==> src/rtl/tone_pkg.sv <==
// Shared types and scale constants for the pitch tone synthesizer.
package tone_pkg;

    typedef enum logic {
        ST_IDLE     = 1'b0,
        ST_DIVIDING = 1'b1
    } state_e;

    function automatic logic [63:0] midscale(input int w);
        return 64'd1 << (w - 1);
    endfunction

    function automatic logic [63:0] full_scale(input int w);
        return (64'd1 << w) - 64'd1;
    endfunction

endpackage

==> src/rtl/phase_inc_divider.sv <==
// Serial restoring divider: one quotient bit per cycle, start/valid/busy handshake.
module phase_inc_divider #(
    parameter int DVD_W = 40,
    parameter int DVS_W = 13,
    parameter int Q_W   = 24
) (
    input  logic             clk_i,
    input  logic             rst_ni,
    input  logic             start_i,
    input  logic [DVD_W-1:0] dividend_i,
    input  logic [DVS_W-1:0] divisor_i,
    output logic             busy_o,
    output logic             valid_o,
    output logic [Q_W-1:0]   quotient_o
);

    localparam int CNT_W = $clog2(DVD_W + 1);

    logic             busy_q, busy_d;
    logic             valid_q, valid_d;
    logic [CNT_W-1:0] cnt_q, cnt_d;
    logic [DVS_W-1:0] rem_q, rem_d;
    logic [DVD_W-1:0] quo_q, quo_d;
    logic [DVS_W:0]   rem_sh;
    logic [DVS_W:0]   diff;

    // quo_q starts as the dividend; its MSBs shift into the remainder while
    // quotient bits shift in from the bottom.
    always_comb begin
        rem_sh  = {rem_q, quo_q[DVD_W-1]};
        diff    = rem_sh - {1'b0, divisor_i};
        busy_d  = busy_q;
        valid_d = 1'b0;
        cnt_d   = cnt_q;
        rem_d   = rem_q;
        quo_d   = quo_q;
        if (start_i && !busy_q) begin
            busy_d = 1'b1;
            cnt_d  = CNT_W'(DVD_W);
            rem_d  = '0;
            quo_d  = dividend_i;
        end else if (busy_q) begin
            if (!diff[DVS_W]) begin
                rem_d = diff[DVS_W-1:0];
                quo_d = {quo_q[DVD_W-2:0], 1'b1};
            end else begin
                rem_d = rem_sh[DVS_W-1:0];
                quo_d = {quo_q[DVD_W-2:0], 1'b0};
            end
            cnt_d = cnt_q - CNT_W'(1);
            if (cnt_q == CNT_W'(1)) begin
                busy_d  = 1'b0;
                valid_d = 1'b1;
            end
        end
    end

    always_ff @(posedge clk_i or negedge rst_ni) begin
        if (!rst_ni) begin
            busy_q  <= 1'b0;
            valid_q <= 1'b0;
            cnt_q   <= '0;
        end else begin
            busy_q  <= busy_d;
            valid_q <= valid_d;
            cnt_q   <= cnt_d;
        end
    end

    always_ff @(posedge clk_i) begin
        rem_q <= rem_d;
        quo_q <= quo_d;
    end

    assign busy_o     = busy_q;
    assign valid_o    = valid_q;
    assign quotient_o = quo_q[Q_W-1:0];

endmodule

==> src/rtl/pitch_tone_synth.sv <==
// Phase-accumulator tone generator; square wave by default, triangle when
// TRIANGLE_WAVE_EN is defined.
module pitch_tone_synth
    import tone_pkg::*;
#(
    parameter int SIG_WIDTH   = 9,
    parameter int WIDTH       = 32,
    parameter int DEC_WIDTH   = 16,
    parameter int SAMPLE_RATE = 8000,
    parameter int CLK_FREQ    = 100_000_000,
    parameter int PHASE_WIDTH = 24,
    parameter int F_MAX       = 1000
) (
    input  logic                 clk_in,
    input  logic                 rst_in,
    input  logic [WIDTH-1:0]     f_in,
    input  logic                 f_in_valid,
    output logic                 f_in_ready,
    output logic [SIG_WIDTH-1:0] sig_out,
    output logic                 sig_out_valid
);

    localparam int TICK_DIV = CLK_FREQ / SAMPLE_RATE;
    localparam int CNT_W    = (TICK_DIV > 1) ? $clog2(TICK_DIV) : 1;
    localparam int SHIFT    = PHASE_WIDTH - DEC_WIDTH;
    localparam int DVD_W    = WIDTH + SHIFT;
    localparam int DVS_W    = $clog2(SAMPLE_RATE + 1);
    localparam logic [WIDTH-1:0]     F_LIM = WIDTH'(F_MAX) << DEC_WIDTH;
    localparam logic [SIG_WIDTH-1:0] MID   = SIG_WIDTH'(midscale(SIG_WIDTH));
    localparam logic [SIG_WIDTH-1:0] FULL  = SIG_WIDTH'(full_scale(SIG_WIDTH));

`ifdef TRIANGLE_WAVE_EN
    localparam int WAVE_W = SIG_WIDTH + 1;

    function automatic logic [SIG_WIDTH-1:0] wave(input logic [WAVE_W-1:0] p);
        return p[SIG_WIDTH] ? ~p[SIG_WIDTH-1:0] : p[SIG_WIDTH-1:0];
    endfunction
`else
    localparam int WAVE_W = 1;

    function automatic logic [SIG_WIDTH-1:0] wave(input logic [WAVE_W-1:0] p);
        return p[0] ? '0 : FULL;
    endfunction
`endif

    state_e                 state_q, state_d;
    logic [CNT_W-1:0]       cnt_q;
    logic [PHASE_WIDTH-1:0] phase_q;
    logic [PHASE_WIDTH-1:0] inc_q;
    logic                   zero_q;
    logic                   pend_zero_q;
    logic [SIG_WIDTH-1:0]   sig_q;
    logic                   sig_vld_q;
    logic                   tick;
    logic                   div_start;
    logic                   div_busy;
    logic                   div_valid;
    logic [PHASE_WIDTH-1:0] div_quo;
    logic [WIDTH-1:0]       f_clamped;
    logic [DVD_W-1:0]       dividend;

    assign tick      = (cnt_q == CNT_W'(TICK_DIV - 1));
    assign f_clamped = (f_in > F_LIM) ? F_LIM : f_in;
    assign dividend  = DVD_W'(f_clamped) << SHIFT;

    always_comb begin
        state_d    = state_q;
        div_start  = 1'b0;
        f_in_ready = (state_q == ST_IDLE) && !div_busy;
        case (state_q)
            ST_IDLE: begin
                if (f_in_valid && f_in_ready) begin
                    div_start = 1'b1;
                    state_d   = ST_DIVIDING;
                end
            end
            ST_DIVIDING: begin
                if (div_valid) state_d = ST_IDLE;
            end
            default: state_d = ST_IDLE;
        endcase
    end

    phase_inc_divider #(
        .DVD_W(DVD_W),
        .DVS_W(DVS_W),
        .Q_W  (PHASE_WIDTH)
    ) u_div (
        .clk_i     (clk_in),
        .rst_ni    (rst_in),
        .start_i   (div_start),
        .dividend_i(dividend),
        .divisor_i (DVS_W'(SAMPLE_RATE)),
        .busy_o    (div_busy),
        .valid_o   (div_valid),
        .quotient_o(div_quo)
    );

    // A tick coinciding with the inc write still samples the old inc/mode;
    // a zero-frequency write parks the phase at 0 regardless.
    always_ff @(posedge clk_in or negedge rst_in) begin
        if (!rst_in) begin
            state_q     <= ST_IDLE;
            cnt_q       <= '0;
            phase_q     <= '0;
            inc_q       <= '0;
            zero_q      <= 1'b1;
            pend_zero_q <= 1'b0;
            sig_q       <= MID;
            sig_vld_q   <= 1'b0;
        end else begin
            state_q   <= state_d;
            cnt_q     <= tick ? '0 : cnt_q + CNT_W'(1);
            sig_vld_q <= tick;
            if (tick) sig_q <= zero_q ? MID : wave(phase_q[PHASE_WIDTH-1 -: WAVE_W]);
            if (div_start) pend_zero_q <= (f_in == '0);
            if (div_valid) begin
                inc_q  <= div_quo;
                zero_q <= pend_zero_q;
            end
            if (div_valid && pend_zero_q) phase_q <= '0;
            else if (tick)                phase_q <= phase_q + inc_q;
        end
    end

    assign sig_out       = sig_q;
    assign sig_out_valid = sig_vld_q;

endmodule

==> config.mk <==
export PLATFORM = sky130hd
export DESIGN_NAME = pitch_tone_synth
export DESIGN_NICKNAME = d
export VERILOG_FILES = /design/src/rtl/tone_pkg.sv /design/src/rtl/phase_inc_divider.sv /design/src/rtl/pitch_tone_synth.sv
export SDC_FILE = /design/constraint.sdc
export NUM_CORES = 1
export LEC_CHECK = 0
export ABC_AREA = 1
export BUFFER_PORTS_ARGS = -buffer_cell sky130_fd_sc_hd__buf_2
export CAP_MARGIN = 0
export CORE_ASPECT_RATIO = 0.75
export CORE_MARGIN = 8
export CORE_UTILIZATION = 60
export CTS_CLUSTER_DIAMETER = 30
export DETAILED_ROUTE_END_ITERATION = 7
export GPL_ROUTABILITY_DRIVEN = 0
export PLACE_DENSITY_LB_ADDON = 0.1
export RECOVER_POWER = 50
export SYNTH_ARGS = -nofsm -noshare
export SYNTH_HDL_FRONTEND = slang
export SYNTH_HIERARCHICAL = 1
export SYNTH_SLANG_ARGS = --single-unit
==> constraint.sdc <==
create_clock -name clk_in -period 2.25 [get_ports clk_in]
set_clock_uncertainty 0.05 [all_clocks]
set_input_delay 0.225 -clock clk_in [delete_from_list [all_inputs] [get_ports clk_in]]
set_output_delay 0.225 -clock clk_in [all_outputs]
set_load 0.005 [all_outputs]
==> impl_metrics.tcl <==
set metrics [dict create \
    powerDensity_mw_per_mm2 560 \
    dp.cells 1456 \
    min_period_ns 2.03 \
    hold_viol 0 \
    ir_drop_uv 581 \
    instances_no_fill 1489 \
    rsz0062_at_grt "no" \
    worst_path_largest_cell_delay_ns 0.38 \
    seqPwrFrac_pct 44.1 \
    path_common_cell "nand2_4" \
    synth_top_cell_by_area "dfrtp_1" \
    yosysSeqAreaShare_pct 38.1 \
    critPathCaptureType "register" \
    start_util_pct 61.3 \
    grt_pass1_vias 6879 \
    cts_buffer_depth 2 \
    fin_nets 1352 \
    core_area_mm2 0.0144 \
    final_common_cell "nand2_1" \
    p_sw_share_pct 23.1 \
    cp_cell_sequence "ha_1 > nand2_2 > nor2_2 > and2_4 > nand2_4 > nand2_4 > nand2_4 > nand2_4 > nand2_2 > nand3_1 > nand2_1" \
    final_util_pct 67.6 \
    setup_viol 0 \
    fillers 1282 \
    slew_violations 61 \
    gr-total-overflow 0 \
    rows 38 \
    ys_ff_latch 129 \
    worst_pin_slew_ns 1.52 \
    reg2reg_from "u_div/rem_q[6]" \
    diodes 0 \
    drc 0 \
    fin_ws_ns 0.220 \
    critical_path.startpoint "u_div/rem_q[6]" \
    min_from "f_in_valid" \
    viasPerCell 5.01 \
    cts_sinks 129 \
    combPwrFrac_pct 3.2 \
    grtUsageTotal_pct 22.1 \
    syn2layout_area_growth_pct 10.4 \
    pre_cts_ws_ns 0.194 \
    hold_class "input pin to register" \
    grt_first_pass_wirelength_mm 33.5 \
    ios 46 \
    reg2regPathDepth 11 \
    layout_common_cells "nand2_1, inv_1, nand3_1" \
    drt_iter0_drc 614 \
    synth-edff-count 40 \
    p_int_mw 4.20 \
    leakagePower_nw 5.39 \
    cts_setup_buffers 0 \
    required_ns 2.52 \
    antenna_found_initial 0 \
    clock.fmax_mhz 493 \
    fp.dieArea_mm2 0.0189 \
    hold-path-cell-count 3 \
    dpl.hpwl_mm 14.4 \
    crit_type "register to register" \
    synth_area_mm2 0.00882 \
    cts_made_buffers 17 \
    p_sw_mw 1.26 \
    drt-total-wl_mm 19.7 \
    fin_crit_sh_pct 90.2 \
    vias 7463 \
    fin_hold_ws_ns 0.0316 \
    clk_pin_slew_ns 0.06 \
    place_area_mm2 0.00915 \
    cts_root_buf "clkbuf_16" \
    ys_types 47 \
    drt_first_pass_iters 5 \
    drive_gt1_share_pct 13.1 \
    htreeDepth 4 \
    drt.antenna.violating_nets 0 \
    maxCapViolCount 1 \
    stdcell_area_mm2 0.00975 \
    fin_tns_setup_ns 0 \
    pwr-share-clk_pct 52.8 \
    clkLatencyLatePin_ns 0.42 \
    status "finished with violations" \
    async_flop_share_pct 58.9 \
    crit_arrival_ns 2.30 \
    grt_max_degree 61 \
    yosysTopAreaCellShare_pct 21.0 \
    avgSynthCellArea_um2 7.20 \
    cts_tree "yes" \
    cp_max_fo 15 \
    io_buffers 45 \
    ys_top_cells_by_area "dfrtp_1, nand2_1, edfxtp_1, inv_1, nand3_1" \
    die_y_um 121 \
    yosys_warnings 6 \
    synthCells 1225 \
    synth_flop_cell "dfrtp_1" \
    maxSlewHeadroom_pct -1.56 \
    slowest_stage "ha_1" \
    violations "capacitance limit, slew limit" \
    die_w_um 156 \
    p_total_mw 5.46 \
    start_kind "register" \
    wire_per_inst_um 13.2 \
]
## flip-flops by register name, indices dropped and copies added (netlist names), 2 cells and up
signal and count:
cnt_q 14, inc_q 24, phase_q 24, sig_out 2, u_div/cnt_q 6, u_div/quo_q 40
u_div/rem_q 13
## worst max-delay path, delay by kind of cell, from the launching register on
family                     cells  cell delay (ns)
DFF                            1             0.34
adders and majority gates      1             0.38
and+or+nand+nor               10             1.17
## final timing paths
path                                   to  slack [ns]
hold / removal                    state_q        0.03
hold reg to reg                  cnt_q[0]        0.41
min in group asynchronous        cnt_q[0]        0.66
max in group asynchronous  u_div/cnt_q[3]        0.47
setup reg to reg           u_div/rem_q[8]        0.22
setup / recovery           u_div/rem_q[8]        0.22
## logic make-up (layout without fill, tap and decap cells)
family                     count (synthesis)  after routing  share of synthesized area (%)
xor gates and xnor gates                  14             14                           1.39
DFF                                      129            129                           38.1
and+or+nand+nor                          709            709                           35.1
adders and majority gates                 41             41                           5.98
muxes                                     24             24                           3.06
other                                      2             28                         0.0851
buffers and inverters                    257            295                           13.2
AOI/OAI and AO/OA                         49             49                           3.09
## metal layers
metal,vias to the layer above,share of wire (%),track usage [%]
li1,3868,-,-
met1,3341,52,34.0
met2,234,39,29.5
met3,20,7.4,5.44
met4,0,1.0,6.23
met5,-,0,0
## cell usage after synthesis (3+ instances only)
| cell type | count |
|---|---|
| o21ai_1 | 9 |
| xor2_1 | 10 |
| nor4_1 | 8 |
| nand3_1 | 105 |
| mux2_2 | 24 |
| buf_6 | 4 |
| nor3_1 | 11 |
| xnor2_1 | 4 |
| nand3_2 | 5 |
| clkbuf_1 | 10 |
| edfxtp_1 | 40 |
| inv_2 | 3 |
| a21oi_1 | 19 |
| nand4_1 | 11 |
| nor2_1 | 71 |
| nor2_2 | 22 |
| nand2_2 | 16 |
| ha_1 | 39 |
| nand2_1 | 439 |
| buf_2 | 7 |
| o21ai_0 | 13 |
| dfrtp_1 | 74 |
| nand2_4 | 4 |
| nor2_4 | 3 |
| inv_1 | 196 |
| buf_4 | 33 |
| nand3b_1 | 7 |
| dfxtp_1 | 13 |
## cell type report
| cell class | instances | area (µm²) | area share [%] |
|---|---|---|---|
| multi-input combinational | 865 | 4400 | 45.1 |
| sequential | 129 | 3370 | 34.5 |
| inverter | 200 | 751 | 7.70 |
| clock buffer | 18 | 450 | 4.62 |
| timing repair buffer | 63 | 368 | 3.77 |
| tap | 200 | 250 | 2.57 |
| clock inverter | 14 | 165 | 1.69 |
## power by group through the flow
stage	Sequential, mW	Clock (mW)	Combinational, mW
6_report	2.40	2.88	0.173
5_1_grt	2.40	3.03	0.201
4_1_cts	2.40	2.93	0.175
3_5_place_dp	2.45	0	0.172
3_3_place_gp	2.45	0	0.171
2_1_floorplan	2.45	0	0.0934
## timing repair
action                                  4_1_cts  5_1_grt
endpoints found under the hold margin        56        0
hold buffers                                  1        0
gates resized for setup                       0        1
endpoints found under the setup margin        0        1
Power figures use the tool's default switching activity.
